**src/rtl/uart_rx_fifo_if.sv**
```systemverilog
// Bus between the UART byte receiver, the capture/FIFO stage and the
// system-side consumer. The slave modport is the FIFO stage's view.
interface uart_rx_fifo_if #(
    parameter int ADDR_W = 4
);
    logic [7:0]      i_rx_data;
    logic            i_rx_ready;
    logic            o_clear_ready;
    logic [7:0]      o_data;
    logic            o_valid;
    logic            i_pop;
    logic [ADDR_W:0] o_count;
    logic            o_full;
    logic            o_empty;
    logic            o_overflow;
    logic            i_clear_overflow;

    modport master (
        output i_rx_data, i_rx_ready, i_pop, i_clear_overflow,
        input  o_clear_ready, o_data, o_valid, o_count, o_full, o_empty, o_overflow
    );

    modport slave (
        input  i_rx_data, i_rx_ready, i_pop, i_clear_overflow,
        output o_clear_ready, o_data, o_valid, o_count, o_full, o_empty, o_overflow
    );
endinterface

```
**src/rtl/uart_rx_fifo.sv**
```systemverilog
// Captures each byte from the UART receiver's level-held ready flag exactly
// once, acknowledges it with a one-cycle clear pulse, and buffers it in a
// first-word-fall-through FIFO. Bytes arriving while full are dropped and
// flagged with a sticky overflow bit; the receiver is still acknowledged.
module uart_rx_fifo #(
    parameter int DEPTH  = 16,
    parameter int ADDR_W = 4
) (
    input  logic          clk,
    input  logic          i_reset,
    uart_rx_fifo_if.slave bus
);
    typedef enum logic [1:0] {
        ST_IDLE = 2'd0,
        ST_ACK  = 2'd1,
        ST_WAIT = 2'd2
    } state_t;

    state_t          state_q;
    logic            clear_q;
    logic [7:0]      mem_q [DEPTH];
    logic [ADDR_W-1:0] wr_ptr_q, wr_ptr_d;
    logic [ADDR_W-1:0] rd_ptr_q, rd_ptr_d;
    logic [ADDR_W:0] count_q, count_d;
    logic            overflow_q, overflow_d;

    logic            push;
    logic            push_ok;
    logic            pop_ok;
    logic            full;
    logic            empty;

    assign full  = (count_q == (ADDR_W+1)'(DEPTH));
    assign empty = (count_q == '0);
    assign push  = (state_q == ST_IDLE) && bus.i_rx_ready;

    // Capture FSM: one push per ready assertion, then wait for the flag to drop.
    always_ff @(posedge clk or posedge i_reset) begin
        if (i_reset) begin
            state_q <= ST_IDLE;
            clear_q <= 1'b0;
        end else begin
            case (state_q)
                ST_IDLE: begin
                    if (bus.i_rx_ready) begin
                        state_q <= ST_ACK;
                        clear_q <= 1'b1;
                    end
                end
                ST_ACK: begin
                    state_q <= ST_WAIT;
                    clear_q <= 1'b0;
                end
                ST_WAIT: begin
                    if (!bus.i_rx_ready) begin
                        state_q <= ST_IDLE;
                    end
                end
                default: begin
                    state_q <= ST_IDLE;
                    clear_q <= 1'b0;
                end
            endcase
        end
    end

    // Next-state for pointers, occupancy and the sticky overflow flag.
    always_comb begin
        pop_ok     = bus.i_pop && !empty;
        push_ok    = push && (!full || pop_ok);
        wr_ptr_d   = push_ok ? wr_ptr_q + ADDR_W'(1) : wr_ptr_q;
        rd_ptr_d   = pop_ok  ? rd_ptr_q + ADDR_W'(1) : rd_ptr_q;
        count_d    = count_q;
        if (push_ok && !pop_ok) begin
            count_d = count_q + (ADDR_W+1)'(1);
        end else if (pop_ok && !push_ok) begin
            count_d = count_q - (ADDR_W+1)'(1);
        end
        overflow_d = overflow_q;
        if (push && !push_ok) begin
            overflow_d = 1'b1;
        end else if (bus.i_clear_overflow) begin
            overflow_d = 1'b0;
        end
    end

    // FIFO bookkeeping registers.
    always_ff @(posedge clk or posedge i_reset) begin
        if (i_reset) begin
            wr_ptr_q   <= '0;
            rd_ptr_q   <= '0;
            count_q    <= '0;
            overflow_q <= 1'b0;
        end else begin
            wr_ptr_q   <= wr_ptr_d;
            rd_ptr_q   <= rd_ptr_d;
            count_q    <= count_d;
            overflow_q <= overflow_d;
        end
    end

    // Storage array; no reset needed since count gates visibility.
    always_ff @(posedge clk) begin
        if (push_ok && !i_reset) begin
            mem_q[wr_ptr_q] <= bus.i_rx_data;
        end
    end

    assign bus.o_clear_ready = clear_q;
    assign bus.o_data        = mem_q[rd_ptr_q];
    assign bus.o_valid       = !empty;
    assign bus.o_count       = count_q;
    assign bus.o_full        = full;
    assign bus.o_empty       = empty;
    assign bus.o_overflow    = overflow_q;
endmodule

```
**src/flat_wrapper.sv**
```systemverilog
// flat-port wrapper written by rule: the top's interface ports become plain ports
module uart_rx_fifo_flat 
#(
    parameter int DEPTH  = 16,
    parameter int ADDR_W = 4
)
  (clk, i_reset, bus_i_rx_data, bus_i_rx_ready, bus_i_pop, bus_i_clear_overflow, bus_o_clear_ready, bus_o_data, bus_o_valid, bus_o_count, bus_o_full, bus_o_empty, bus_o_overflow);
  uart_rx_fifo_if #(.ADDR_W(ADDR_W)) bus_i ();
  input  logic clk;
  input  logic i_reset;
  input wire logic [$bits(bus_i.i_rx_data)-1:0] bus_i_rx_data;
  input wire logic [$bits(bus_i.i_rx_ready)-1:0] bus_i_rx_ready;
  input wire logic [$bits(bus_i.i_pop)-1:0] bus_i_pop;
  input wire logic [$bits(bus_i.i_clear_overflow)-1:0] bus_i_clear_overflow;
  output wire logic [$bits(bus_i.o_clear_ready)-1:0] bus_o_clear_ready;
  output wire logic [$bits(bus_i.o_data)-1:0] bus_o_data;
  output wire logic [$bits(bus_i.o_valid)-1:0] bus_o_valid;
  output wire logic [$bits(bus_i.o_count)-1:0] bus_o_count;
  output wire logic [$bits(bus_i.o_full)-1:0] bus_o_full;
  output wire logic [$bits(bus_i.o_empty)-1:0] bus_o_empty;
  output wire logic [$bits(bus_i.o_overflow)-1:0] bus_o_overflow;
  assign bus_i.i_rx_data = bus_i_rx_data;
  assign bus_i.i_rx_ready = bus_i_rx_ready;
  assign bus_i.i_pop = bus_i_pop;
  assign bus_i.i_clear_overflow = bus_i_clear_overflow;
  assign bus_o_clear_ready = bus_i.o_clear_ready;
  assign bus_o_data = bus_i.o_data;
  assign bus_o_valid = bus_i.o_valid;
  assign bus_o_count = bus_i.o_count;
  assign bus_o_full = bus_i.o_full;
  assign bus_o_empty = bus_i.o_empty;
  assign bus_o_overflow = bus_i.o_overflow;
  uart_rx_fifo #(.DEPTH(DEPTH), .ADDR_W(ADDR_W)) u_core (.clk(clk), .i_reset(i_reset), .bus(bus_i));
endmodule
```
**config.mk**
```make
export PLATFORM = sky130hd
export DESIGN_NAME = uart_rx_fifo_flat
export DESIGN_NICKNAME = d
export VERILOG_FILES = /design/src/rtl/uart_rx_fifo_if.sv /design/src/rtl/uart_rx_fifo.sv /design/src/flat_wrapper.sv
export SDC_FILE = /design/constraint.sdc
export NUM_CORES = 1
export LEC_CHECK = 0
export BUFFER_PORTS_ARGS = -buffer_cell sky130_fd_sc_hd__buf_2
export CAP_MARGIN = 10
export CELL_PAD_IN_SITES_DETAIL_PLACEMENT = 1
export CELL_PAD_IN_SITES_GLOBAL_PLACEMENT = 2
export CORE_MARGIN = 5
export CORE_UTILIZATION = 50
export DETAILED_ROUTE_END_ITERATION = 8
export HOLD_SLACK_MARGIN = 0.06
export PLACE_DENSITY_LB_ADDON = 0.1
export SYNTH_ARGS = -nofsm -noshare
export SYNTH_HDL_FRONTEND = slang
export SYNTH_SLANG_ARGS = --single-unit
```
**constraint.sdc**
```tcl
create_clock -name clk -period 4.7 [get_ports clk]
set_input_delay 0.705 -clock clk [delete_from_list [all_inputs] [get_ports clk]]
set_output_delay 0.705 -clock clk [all_outputs]
set_load 0.01 [all_outputs]
```
==> metrics <==
Synth Area in Compound Gates 3.80%; Pint 2.94 mW; setup TNS 0 ns; Min Hold Slack 0.424 ns; Remaining Overflow, GRT 0; routability cong. 0.767; Core Region 11400 sq um; io pins 31; Yosys top cell by area edfxtp_1; pwr/cell area 624 nW/um^2; CTS Buffer Depth 2; f_max 287 MHz; total track usage 18.9%; Sink Count 145; maximum VDD drop 0.370 mV; Synth cell types 34; CP Launch Type register; count leader, synth edfxtp_1; DRT iter0 DRCs 254; post-synthesis sequential area ratio 73.3%; initial antenna violation count 0; top_reg_cell synth edfxtp_1; ratio of cells with drive above 1 in the final layout 28.5%; Crit. End Element output port; RSZ-0062 raised after global routing no; area grow syn2layout 15.9%; final wirelength 12200 um; Synth Area in Simple Gates 4.66%; yosys warns 0; pre-CTS setup slack 1.59 ns; row count 39; H-tree Lvls 4; number of port buffers 30; max-slew violations 0; met2 WL 5990 um; first-pass GRT wire length 19100 um; Fin. Hold Viols 0; MaxCap Viol Count 0; die height 118 um; synthesized cell area 5820 sq um; post-synth top area share 66.0%; drt pass-1 iters 4; Metal-1 WL 5460 um; DRC 0; Root Buffer clkbuf_16; Synth Instances 310; number of hold buffers added after CTS 0; top cells by area, synth edfxtp_1 (66%), mux4_2 (12%), dfrtp_1 (7.3%); worst-margin pin slew 0.971 ns; Sw Pwr 1.28 mW; Clk Latency, worst-skew pair 0.42 ns; fin crit share 74.1%; synthesized flop and latch total 145; post-CTS setup buffers 0; cells along the critical path buf_4 > mux4_2 > a22oi_1 > nand2_1 > buf_2; relative slew slack 35.0%; Max Used Layer met4; final setup skew 0.0102 ns; vias 2920; # setup viols final 0; dpl hpwl 7960 um; Starting Density 51.0%; CTS tree built; DR WL/cell 24.1 um; final worst slack 1.22 ns; Min-Delay Path Class in -> async; power consumption 4.21 mW; Leak Pwr 2.32 nW; WS Path Type reg -> out; DR WL met3 574 um; slowest CP cell dfrtp_2; Clk pwr share 33.7%; Worst EP arrival 2.78 ns; fin crit period 3.48 ns; CTS clk-pin slew, worst paths 0.06 ns; CP Buf/Inv Count 2; Async SR Flop Fraction 11.7%; Vias/cell 5.78; switch share 30.3%; vias in the first global route 3108; commonest cells in the netlist edfxtp_1 (128), mux4_2 (32), nor2_1 (21); mux contribution to synthesized area 12.9%; status finished, final reports clean; Synth Net Count 333; largest net degree at the start of global routing 29; DRT antenna net count 0; required time of the critical path 3.99 ns; Post-Synth Adder-Cell Area 2.28%; die area 13900 sq um; post_cts resized 0; antenna cells 0; Crit path max-delay family flip-flops; slowest stage delay, CP 0.98 ns; CP max FO 28; sequential share of power 40.3%; DIE WIDTH 118 um; largest family of logic cells by synthesized area multiplexers; Post-Syn Area per Cell 18.8 sq um; combinational share of power 26.0%; xor/xnor share of the synthesized area 1.35%; TritonCTS Buffers 17; number of synthesized flops with an enable pin 128; nets 372
## sequential cells by signal, indices dropped and copies added, names as in the netlist
| signal | cells |
|---|---|
| u_core.mem_q | 128 |
| u_core.bus.o_count | 5 |
| u_core.rd_ptr_q | 4 |
| u_core.wr_ptr_q | 4 |
| u_core.state_q | 2 |
| u_core.bus.o_clear_ready | 1 |
| u_core.bus.o_overflow | 1 |
## cell families after synthesis
| kind of cell | count (synthesis) |
|---|---|
| AO/OA/AOI/OAI | 31 |
| XOR/XNOR | 9 |
| adder cells (fa/ha/maj) | 10 |
| buffers and inverters | 24 |
| flip-flops | 145 |
| multiplexers | 35 |
| AND/OR/NAND/NOR | 56 |
## layout make-up
type                            count  area (sq um)
Fill cell                        1041          4670
Sequential cell                   145          4270
Multi-Input combinational cell    141          1460
Clock buffer                       17           425
Clock inverter                     15           204
Tap cell                          143           179
Timing Repair Buffer               32           165
Inverter                           12          45.0
## worst register-to-register path, delay by kind of cell (launching register included)
kind | cells | cell delay, ns
buf+inv | 1 | 0.13
simple gates | 2 | 0.76
compound gates | 3 | 0.90
flops | 1 | 0.45
fa+ha+maj | 2 | 0.55
## stage by stage
step                      utilization, %  std cells  instance area (sq um)
after floorplan                        -        310                   5820
after global placement              53.6        473                   6120
after detailed placement            53.6        473                   6120
after CTS                           59.1        505                   6750
after global routing                59.1        505                   6750
final                               59.1        505                   6750
## cell usage in the layout, fill, tap and decap left out, drive strengths merged, types with 5 or more instances in the layout
cell,netlist,routed
edfxtp,128,128
mux4,32,32
buf,6,32
nor2,21,21
nand2,17,17
clkbuf,6,17
dfrtp,17,17
a22oi,16,16
inv,12,16
ha,9,9
xnor2,6,6
nand3,5,5
## final timing paths
check	from	end	slack (ns)	cells past startpoint
setup / recovery	u_core.rd_ptr_q[0]$_DFFE_PP0P_	bus_o_data[1]	1.22	5
hold / removal	i_reset	u_core.wr_ptr_q[3]$_DFFE_PP0N_	0.42	2
setup reg to reg	u_core.bus.o_count[0]$_DFFE_PP0P_	u_core.bus.o_count[4]$_DFFE_PP0P_	1.78	8
hold reg to reg	u_core.state_q[1]$_DFFE_PP0P_	u_core.state_q[1]$_DFFE_PP0P_	0.48	1
max in group asynchronous	i_reset	u_core.rd_ptr_q[0]$_DFFE_PP0P_	3.78	2
min in group clk	u_core.state_q[1]$_DFFE_PP0P_	u_core.state_q[1]$_DFFE_PP0P_	0.48	1
## layer usage
metal	GRT usage [%]	up-vias
li1	-	1308
met1	26.7	1517
met2	28.3	80
met3	5.33	15
met4	6.67	0
met5	0	-
## power groups by stage
stage | Combinational [mW] | Clock [mW] | Sequential (mW)
after floorplan | 0.850 | 0 | 1.62
final | 1.10 | 1.42 | 1.70
after global routing | 1.21 | 1.51 | 1.73
after detailed placement | 1.11 | 0 | 1.73
after global placement | 1.08 | 0 | 1.72
after CTS | 1.11 | 1.44 | 1.70
(Power assumes the default switching activity.)
